--- config.mk ---
export PLATFORM = sky130hd
export DESIGN_NAME = inst_fetch
export DESIGN_NICKNAME = d
export VERILOG_FILES = /design/src/rtl/cson_pkg.sv /design/src/rtl/fetch_queue.sv /design/src/rtl/inst_fetch.sv
export SDC_FILE = /design/constraint.sdc
export NUM_CORES = 1
export LEC_CHECK = 0
export ABC_AREA = 1
export ABC_CLOCK_PERIOD_IN_PS = 4300
export BUFFER_PORTS_ARGS = -buffer_cell sky130_fd_sc_hd__buf_2
export CAP_MARGIN = 5
export CORE_MARGIN = 10
export CORE_UTILIZATION = 53
export CTS_BUF_LIST = sky130_fd_sc_hd__clkbuf_2
export DETAILED_ROUTE_END_ITERATION = 10
export MAX_ROUTING_LAYER = met4
export PLACE_DENSITY = 0.75
export SYNTH_ARGS = -nofsm -noshare
export SYNTH_HDL_FRONTEND = slang
export SYNTH_HIERARCHICAL = 1
export SYNTH_SLANG_ARGS = --single-unit
export TNS_END_PERCENT = 10
--- constraint.sdc ---
create_clock -name clk -period 4.3 [get_ports clk]
set_input_delay 0.645 -clock clk [delete_from_list [all_inputs] [get_ports clk]]
set_output_delay 0.645 -clock clk [all_outputs]
set_load 0.1 [all_outputs]
--- src/rtl/cson_pkg.sv ---
// Shared fetch-side types: word width, reset PC default, fetch FSM states
// and the prefetch queue entry layout.
package cson_pkg;

    localparam int WORD_W = 32;
    localparam logic [WORD_W-1:0] RESET_PC_DEF = 32'h0000_0000;

    typedef enum logic [1:0] {
        S_IDLE,
        S_REQ,
        S_DRAIN
    } fetch_state_t;

    typedef struct packed {
        logic              fault;
        logic [WORD_W-1:0] pc;
        logic [WORD_W-1:0] instr;
    } fq_entry_t;

endpackage

--- src/rtl/fetch_queue.sv ---
// Prefetch FIFO of {fault, pc, instr}; DEPTH must be 2 or 4.
// Ports: clk, rst (async, high), i_push/i_data, i_pop, i_clr, o_head, o_count.
module fetch_queue
    import cson_pkg::*;
#(
    parameter int DEPTH = 2,
    localparam int AW = $clog2(DEPTH),
    localparam int CW = $clog2(DEPTH + 1)
) (
    input  logic          clk,
    input  logic          rst,
    input  logic          i_push,
    input  fq_entry_t     i_data,
    input  logic          i_pop,
    input  logic          i_clr,
    output fq_entry_t     o_head,
    output logic [CW-1:0] o_count
);

    if (DEPTH != 2 && DEPTH != 4) begin : g_bad_depth
        $error("fetch_queue: DEPTH must be 2 or 4");
    end

    fq_entry_t       r_mem [DEPTH];
    logic [AW-1:0]   r_wr;
    logic [AW-1:0]   r_rd;
    logic [CW-1:0]   r_cnt;

    // Pointers wrap naturally because DEPTH is a power of two.
    always_ff @(posedge clk or posedge rst) begin
        if (rst) begin
            r_wr  <= '0;
            r_rd  <= '0;
            r_cnt <= '0;
            for (int i = 0; i < DEPTH; i++) begin
                r_mem[i] <= '0;
            end
        end else if (i_clr) begin
            r_wr  <= '0;
            r_rd  <= '0;
            r_cnt <= '0;
        end else begin
            if (i_push) begin
                r_mem[r_wr] <= i_data;
                r_wr        <= r_wr + 1'b1;
            end
            if (i_pop) begin
                r_rd <= r_rd + 1'b1;
            end
            r_cnt <= r_cnt + CW'(i_push) - CW'(i_pop);
        end
    end

    assign o_head  = r_mem[r_rd];
    assign o_count = r_cnt;

endmodule

--- src/rtl/inst_fetch.sv ---
// Instruction fetch: request FSM + prefetch queue feeding the control unit.
// Ports: clk, rst (async, high), write_ir, flush/flush_pc, mem_req/mem_addr,
// mem_ack/mem_rdata, ir_valid/ir_out/ir_pc. Macro FETCH_FAULT_EN adds
// mem_err (in) and ir_fault (out); a faulting fetch halts requests until flush.
module inst_fetch
    import cson_pkg::*;
#(
    parameter logic [WORD_W-1:0] RESET_PC = RESET_PC_DEF,
    parameter int                QDEPTH   = 2
) (
    input  logic              clk,
    input  logic              rst,
    input  logic              write_ir,
    input  logic              flush,
    input  logic [WORD_W-1:0] flush_pc,
    output logic              mem_req,
    output logic [WORD_W-1:0] mem_addr,
    input  logic              mem_ack,
`ifdef FETCH_FAULT_EN
    input  logic              mem_err,
    output logic              ir_fault,
`endif
    input  logic [WORD_W-1:0] mem_rdata,
    output logic              ir_valid,
    output logic [WORD_W-1:0] ir_out,
    output logic [WORD_W-1:0] ir_pc
);

    localparam int CW = $clog2(QDEPTH + 1);

    fetch_state_t      r_state;
    fetch_state_t      w_state_nxt;
    logic [WORD_W-1:0] r_fetch_pc;
    logic [WORD_W-1:0] r_drain_addr;
    logic              r_halt;

    logic [CW-1:0]     w_cnt;
    logic [CW-1:0]     w_used;
    logic              w_busy;
    logic              w_has_free;
    logic              w_push;
    logic              w_pop;
    logic              w_err;
    fq_entry_t         w_push_data;
    fq_entry_t         w_head;

`ifdef FETCH_FAULT_EN
    assign w_err    = mem_err;
    assign ir_fault = ir_valid & w_head.fault;
`else
    logic w_unused_fault;
    assign w_err          = 1'b0;
    assign w_unused_fault = w_head.fault;
`endif

    // An outstanding request reserves a slot for its returning data.
    assign w_busy     = (r_state != S_IDLE);
    assign w_used     = w_cnt + CW'(w_busy);
    assign w_has_free = (w_used < CW'(QDEPTH));

    assign w_push = (r_state == S_REQ) && mem_ack && !flush;
    assign w_pop  = write_ir && ir_valid && !flush;

    assign w_push_data = '{fault: w_err, pc: r_fetch_pc, instr: mem_rdata};

    // DRAIN keeps presenting the abandoned address until its ack arrives.
    assign mem_req  = w_busy;
    assign mem_addr = (r_state == S_DRAIN) ? r_drain_addr : r_fetch_pc;

    always_comb begin
        w_state_nxt = r_state;
        unique case (r_state)
            S_IDLE: begin
                if (flush || (w_has_free && !r_halt)) begin
                    w_state_nxt = S_REQ;
                end
            end
            S_REQ: begin
                if (mem_ack) begin
                    w_state_nxt = S_IDLE;
                end else if (flush) begin
                    w_state_nxt = S_DRAIN;
                end
            end
            S_DRAIN: begin
                if (mem_ack) begin
                    w_state_nxt = S_IDLE;
                end
            end
            default: w_state_nxt = S_IDLE;
        endcase
    end

    always_ff @(posedge clk or posedge rst) begin
        if (rst) begin
            r_state      <= S_IDLE;
            r_fetch_pc   <= RESET_PC;
            r_drain_addr <= RESET_PC;
            r_halt       <= 1'b0;
        end else begin
            r_state <= w_state_nxt;
            if (flush) begin
                r_fetch_pc <= flush_pc;
                r_halt     <= 1'b0;
                if (r_state == S_REQ && !mem_ack) begin
                    r_drain_addr <= r_fetch_pc;
                end
            end else if (w_push) begin
                r_fetch_pc <= r_fetch_pc + 32'd4;
                if (w_err) begin
                    r_halt <= 1'b1;
                end
            end
        end
    end

    fetch_queue #(
        .DEPTH (QDEPTH)
    ) u_queue (
        .clk     (clk),
        .rst     (rst),
        .i_push  (w_push),
        .i_data  (w_push_data),
        .i_pop   (w_pop),
        .i_clr   (flush),
        .o_head  (w_head),
        .o_count (w_cnt)
    );

    assign ir_valid = (w_cnt != '0);
    assign ir_out   = ir_valid ? w_head.instr : '0;
    assign ir_pc    = ir_valid ? w_head.pc : '0;

endmodule
==> reports/results.tsv, run 1 <==
metric	value	unit
fp.dieArea	25700	um^2
track_usage	0.198	
wl_per_cell	14.8	um
end_kind	output pin	
power_density	689	nW/um^2
rsz0062_at_grt	false	
status	finished, violations left	
syn_nets	1355	
timing.hold.ws	-0.00805	ns
reg2reg_depth	8	
violations	negative hold slack	
clock_latency	0.80	ns
syn-cell-area	10400	um^2
setup_ws	0.748	ns
root_buffer	clkbuf_2	
pre_cts_slack	1.61	ns
port_buffers	166	
antenna_found_initial	1	
cts_sinks	198	
power_switching	4.10	mW
hold_class	in -> async	
core	19400	um^2
grt_start_max_net_pins	73	
fin_crit	3.55	ns
synth_cells	1283	
clock_skew	0.0535	ns
max_freq	281	MHz
worstSetupStartpointType	register	
numCtsBuffers	17	
overflow	0	
clk_pin_slew_worst_paths	0.32	ns
drc	0	
power	7.98	mW
period_share	0.826	
syn_to_final_growth	11.0	%
final_util	0.597	
grt_pass1_wl	41.5	mm
fp.dieW	160	um
synth.avg_cell_area	8.13	um^2
floorplan.initialDensity	0.538	
wl	25.1	mm
required	3.65	ns
final-seq-area	4960	um^2
switching_share	0.514	
n_fill_cell	1796	
crit_family	simple AND/OR/NAND/NOR gates	
clockPowerShare	0.134	
gp_congestion	0.887	
finalHoldViolations	3	
ys.warnings.count	6	
via_per_inst	5.01	
design.portCount	167	
die_h	160	um
vdd_drop_max	0.528	mV
crit_arrival	2.91	ns
slowest_delay	0.78	ns
rows	51	
slowest_stage	nand2_2	
crit_chain	inv_1 > nand2_2 > nor2_1 > a21oi_1 > buf_2	
seq_power_share	0.372	
firstDrtPassIters	5	
p_int	3.88	mW
final_nets	1486	
cap_viol_max_count	0	
multi_input_area	4290	um^2
hpwl	18.1	mm
via_count	8479	
drive_above_1_share	0.239	
cp.depth	5	
final_area	11600	um^2
first_global_vias	8286	
cts_tree	yes	
max_slew.worst_pin.slew	1.06	ns
place_area	11300	um^2
combPwrFrac	0.493	
dr.first_iter.drc_count	594	
drv_slew	0	
max_slew_margin	0.291	
p_leak	6.10	nW
crit_type	reg -> out	
clk_path_buf_depth	2	
setup-violations-final	0	
h-tree-depth	4	
ant_nets	0	
fin_setup_tns	0	ns
path_buf_inv	2	
post_cts_resized	0	
crit_fanout	65	
power groups by stage:
stage / combinational [mW] / sequential, mW / clock [mW]
after floorplan: 3.37 / 2.86 / 0
after global placement: 3.88 / 2.97 / 0
after detailed placement: 3.95 / 3.01 / 0
after CTS: 3.96 / 2.96 / 1.09
after global routing: 4.27 / 3.06 / 1.16
final: 3.93 / 2.97 / 1.07
placed cells by master, fill, tap and decap left out, drive strengths merged:
master / count
xor2: 8
mux2: 64
nand3b: 1
o21ai: 183
clkinvlp: 1
buf: 177
dfrtp: 198
ha: 3
diode: 1
a21oi: 36
clkbuf: 17
clkinv: 5
a31oi: 2
nand3: 35
o21bai: 2
and2: 1
nor3b: 1
nor2: 153
dlygate4sd3: 1
xnor2: 1
o211ai: 7
nand2: 322
bufinv: 4
inv: 201
o221ai: 1
nand4: 3
flip-flops by register name, indices dropped and copies added (netlist names):
signal and count:
r_fetch_pc 32, r_drain_addr 32, u_queue/r_mem 128, u_queue/r_rd 1, u_queue/r_wr 1, r_state 2, u_queue/o_count 2
worst paths after layout:
path	slack [ns]	to	startpoint
worst min-delay path	-0.008	u_queue/r_mem[38]	rst
worst max register to register	1.86	u_queue/r_mem[49]	r_state[1]
worst min register to register	0.52	u_queue/r_mem[44]	u_queue/r_mem[44]
min in group clk	0.05	r_fetch_pc[1]	flush_pc[1]
max in group asynchronous	3.38	r_fetch_pc[24]	rst
worst max-delay path	0.75	mem_addr[2]	r_state[0]
metal layers:
| metal | share of wire | wire length, um | track usage | vias up |
|---|---|---|---|---|
| met2 | 0.44 | 11100 | 0.295 | 260 |
| met5 | 0 | 0 | - | - |
| met3 | 0.057 | 1430 | 0.0445 | 37 |
| met1 | 0.48 | 12000 | 0.267 | 3931 |
| li1 | - | - | - | 4251 |
| met4 | 0.020 | 501 | 0.0572 | 0 |
timing repair:
action / 4_1_cts / 5_1_grt
hold buffers: 0 / 1
endpoints found under the hold margin: 0 / 1
buffers inserted: 0 / 0
final cells by class:
cell class	count	area share
Timing Repair Buffer	178	0.0820
Sequential cell	198	0.428
Inverter	196	0.0638
Multi-Input combinational cell	823	0.371
Tap cell	265	0.0287
Clock inverter	15	0.0187
Clock buffer	17	0.00735
Antenna cell	1	0.000216
metrics by stage:
stage / hold WS (ns) / cells
after floorplan: 0.448 / 1283
after global placement: 0.460 / 1659
after detailed placement: 0.464 / 1659
final: -0.00805 / 1693
after global routing: 0.000766 / 1693
after CTS: 0.00667 / 1691
No activity file was read; power rests on OpenSTA's default activity.
==> run 2: changes to the inputs <==
--- a/config.mk
+++ b/config.mk
@@ -5,16 +5,16 @@
 export SDC_FILE = /design/constraint.sdc
 export NUM_CORES = 1
 export LEC_CHECK = 0
-export ABC_AREA = 1
-export ABC_CLOCK_PERIOD_IN_PS = 4300
+export ABC_AREA = 0
+export ABC_CLOCK_PERIOD_IN_PS = 3700
 export BUFFER_PORTS_ARGS = -buffer_cell sky130_fd_sc_hd__buf_2
 export CAP_MARGIN = 5
 export CORE_MARGIN = 10
-export CORE_UTILIZATION = 53
+export CORE_UTILIZATION = 54
 export CTS_BUF_LIST = sky130_fd_sc_hd__clkbuf_2
 export DETAILED_ROUTE_END_ITERATION = 10
 export MAX_ROUTING_LAYER = met4
-export PLACE_DENSITY = 0.75
+export PLACE_DENSITY = 0.74
 export SYNTH_ARGS = -nofsm -noshare
 export SYNTH_HDL_FRONTEND = slang
 export SYNTH_HIERARCHICAL = 1
==> constraint.sdc (replaced) <==
create_clock -name clk -period 3.7 [get_ports clk]
set_input_delay 0.555 -clock clk [delete_from_list [all_inputs] [get_ports clk]]
set_output_delay 0.555 -clock clk [all_outputs]
set_load 0.1 [all_outputs]
==> run 2 against run 1 <==
Effect of this change: the flow now finishes without violations; flip-flop and latch count unchanged; area after synthesis down 4.4%; worst setup slack worse by 0.34 ns; clock power about the same; worst hold slack better by 0.19 ns; largest cell class unchanged; largest power group unchanged; highest routed layer unchanged.
==> reports/results.tsv, run 2 <==
metric	value	unit	change
worstSetupStartpointType	register		unchanged
setup-violations-final	0		unchanged
port_buffers	166		unchanged
cts_sinks	198		unchanged
clockPowerShare	0.119		was 0.134
root_buffer	clkbuf_2		unchanged
syn_to_final_growth	19.1	%	was 11.0%
crit_fanout	32		was 65
slowest_stage	dfrtp_1		was nand2_2
status	finished clean		was finished, violations left
cts_tree	yes		unchanged
grt_start_max_net_pins	72		was 73
fin_crit	3.29	ns	
clk_path_buf_depth	2		unchanged
rsz0062_at_grt	false		unchanged
place_area	11000	um^2	was 11300 um^2
dr.first_iter.drc_count	394		was 594
design.portCount	167		unchanged
r2r_slack	1.28	ns	was 1.86 ns
overflow	0		unchanged
core	18100	um^2	was 19400 um^2
first_global_vias	6947		was 8286
floorplan.initialDensity	0.551		was 0.538
power_density	756	nW/um^2	was 689 nW/um^2
vdd_drop_max	0.486	mV	was 0.528 mV
route.met2.wl	10.9	mm	was 11.1 mm
syn_nets	851		was 1355
crit_type	reg -> out		unchanged
p_leak	5.65	nW	was 6.10 nW
period_share	0.890		
ys.warnings.count	6		unchanged
drv_slew	0		unchanged
combPwrFrac	0.496		was 0.493
track_usage	0.194		was 0.198
wl_met1	11.1	mm	was 12.0 mm
fp.dieArea	24300	um^2	was 25700 um^2
mostFrequentLayoutCell	dfrtp_1		was nand2_1
cts_setup_buffers	0		unchanged
reg.largest.list	u_queue/r_mem (128), r_drain_addr (32), r_fetch_pc (32)		unchanged
wl	23.5	mm	was 25.1 mm
crit_chain	nor2b_4 > buf_4 > mux2_2 > buf_2		was inv_1 > nand2_2 > nor2_1 > a21oi_1 > buf_2
max_freq	304	MHz	
crit_family	buffers and inverters		was simple AND/OR/NAND/NOR gates
synth.avg_cell_area	12.8	um^2	was 8.13 um^2
gp_congestion	0.861		was 0.887
drc	0		unchanged
wl_per_cell	19.0	um	was 14.8 um
seq_power_share	0.385		was 0.372
final_area	11900	um^2	was 11600 um^2
max_slew_margin	0.307		was 0.291
via_count	6850		was 8479
power_switching	4.22	mW	was 4.10 mW
synth_cells	779		was 1283
post_cts_resized	0		unchanged
max_slew.worst_pin.slew	1.03	ns	was 1.06 ns
clk_pin_slew_worst_paths	0.27	ns	was 0.32 ns
switching_share	0.470		was 0.514
antenna_found_initial	1		unchanged
crit_arrival	2.74	ns	was 2.91 ns
drive_above_1_share	0.424		was 0.239
grt_pass1_wl	37.3	mm	was 41.5 mm
rows	49		was 51
cap_viol_max_count	0		unchanged
wl_met3	1.29	mm	was 1.43 mm
h-tree-depth	4		unchanged
via_per_inst	5.53		was 5.01
ant_nets	0		unchanged
slowest_delay	0.59	ns	was 0.78 ns
regMostFlops	u_queue/r_mem		unchanged
die_h	156	um	was 160 um
final_nets	1067		was 1486
syn-cell-area	9970	um^2	was 10400 um^2
largest_register_ffs	128		unchanged
p_int	4.76	mW	was 3.88 mW
finalHoldViolations	0		was 3
path_buf_inv	2		unchanged
clock_skew	0.0246	ns	was 0.0535 ns
maxUsedRoutingLayer	met4		unchanged
required	3.14	ns	was 3.65 ns
fin_setup_tns	0	ns	unchanged
numCtsBuffers	17		unchanged
hpwl	15.5	mm	was 18.1 mm
final_cell_mix	dfrtp_1 (197), buf_2 (166), mux2_2 (153)		was nand2_1 (313), dfrtp_1 (197), inv_1 (191)
clock_latency	0.74	ns	was 0.80 ns
fp.dieW	156	um	was 160 um
hold_class	in -> reg		was in -> async
end_kind	output pin		unchanged
firstDrtPassIters	5		unchanged
n_fill_cell	1366		was 1796
==> run 2: cell types whose count changed in the layout (fill, tap and decap cells not counted), sizes merged, moves of 8 or more <==
| cell | delta |
|---|---|
| and2 | +63 |
| nand3 | -16 |
| dlygate4sd3 | +64 |
| nor4 | +8 |
| mux2 | +187 |
| xnor2 | +10 |
| o21ai | -162 |
| o31ai | +11 |
| inv | -185 |
| nand4 | +10 |
| nand2 | -291 |
| nor2 | -131 |
| a31oi | +8 |
| a21oi | -34 |
==> run 2: worst min-delay path, cell delays in order <==
cell	delay (ns)
buf_2	0.16
inv_1	0.09
a21o_1	0.10
==> run 2: layout make-up <==
class | count | area (um^2) | share of cell area
clock inverters | 14 | 150 | 0.0126
diodes | 1 | 2.50 | 0.000211
repair buffers | 245 | 1640 | 0.138
multi-input cells | 520 | 4700 | 0.396
flip-flops and latches | 198 | 4960 | 0.417
well taps | 229 | 287 | 0.0241
clock buffers | 18 | 90.1 | 0.00759
inverters | 13 | 52.6 | 0.00442
==> run 2: timing repair <==
item / CTS / global route
hold buffers: 48 / 17
hold endpoints to repair: 130 / 26
endpoints found under the setup margin: 0 / 0
==> run 2: final timing paths <==
check / start / endpoint / cells after the start
setup / recovery: r_state[0] / mem_addr[13] / 4
setup reg to reg: r_state[0] / u_queue/r_mem[66] / 5
hold / removal: mem_ack / r_state[1] / 3
min in group asynchronous: rst / u_queue/r_mem[104] / 3
hold reg to reg: u_queue/r_mem[74] / u_queue/r_mem[74] / 1
max in group asynchronous: rst / r_fetch_pc[21] / 4
==> run 2: power groups by stage <==
stage | clock [mW] | sequential, mW | combinational [mW]
floorplan | 0 | 3.30 | 3.83
global placement | 0 | 3.47 | 4.35
detailed placement | 0 | 3.50 | 4.41
CTS | 1.10 | 3.45 | 4.46
global route | 1.19 | 3.57 | 4.68
finish | 1.07 | 3.46 | 4.45
==> run 2: layer usage <==
metal | GRT usage | up-vias
li1 | - | 3224
met1 | 0.267 | 3411
met2 | 0.292 | 201
met3 | 0.0447 | 14
met4 | 0.0360 | 0
met5 | - | -
==> run 2: metrics by stage <==
| step | hold WS (ns) | setup slack, ns | power, mW | instances | utilization |
|---|---|---|---|---|---|
| 2_1_floorplan | 0.454 | 0.280 | 7.13 | 779 | - |
| 3_3_place_gp | 0.464 | 1.22 | 7.81 | 1140 | 0.607 |
| 3_5_place_dp | 0.471 | 1.11 | 7.91 | 1140 | 0.607 |
| 4_1_cts | 0.00135 | 0.338 | 9.02 | 1220 | 0.647 |
| 5_1_grt | 0.0760 | 0.131 | 9.45 | 1238 | 0.657 |
| 6_report | 0.180 | 0.406 | 8.97 | 1238 | 0.657 |
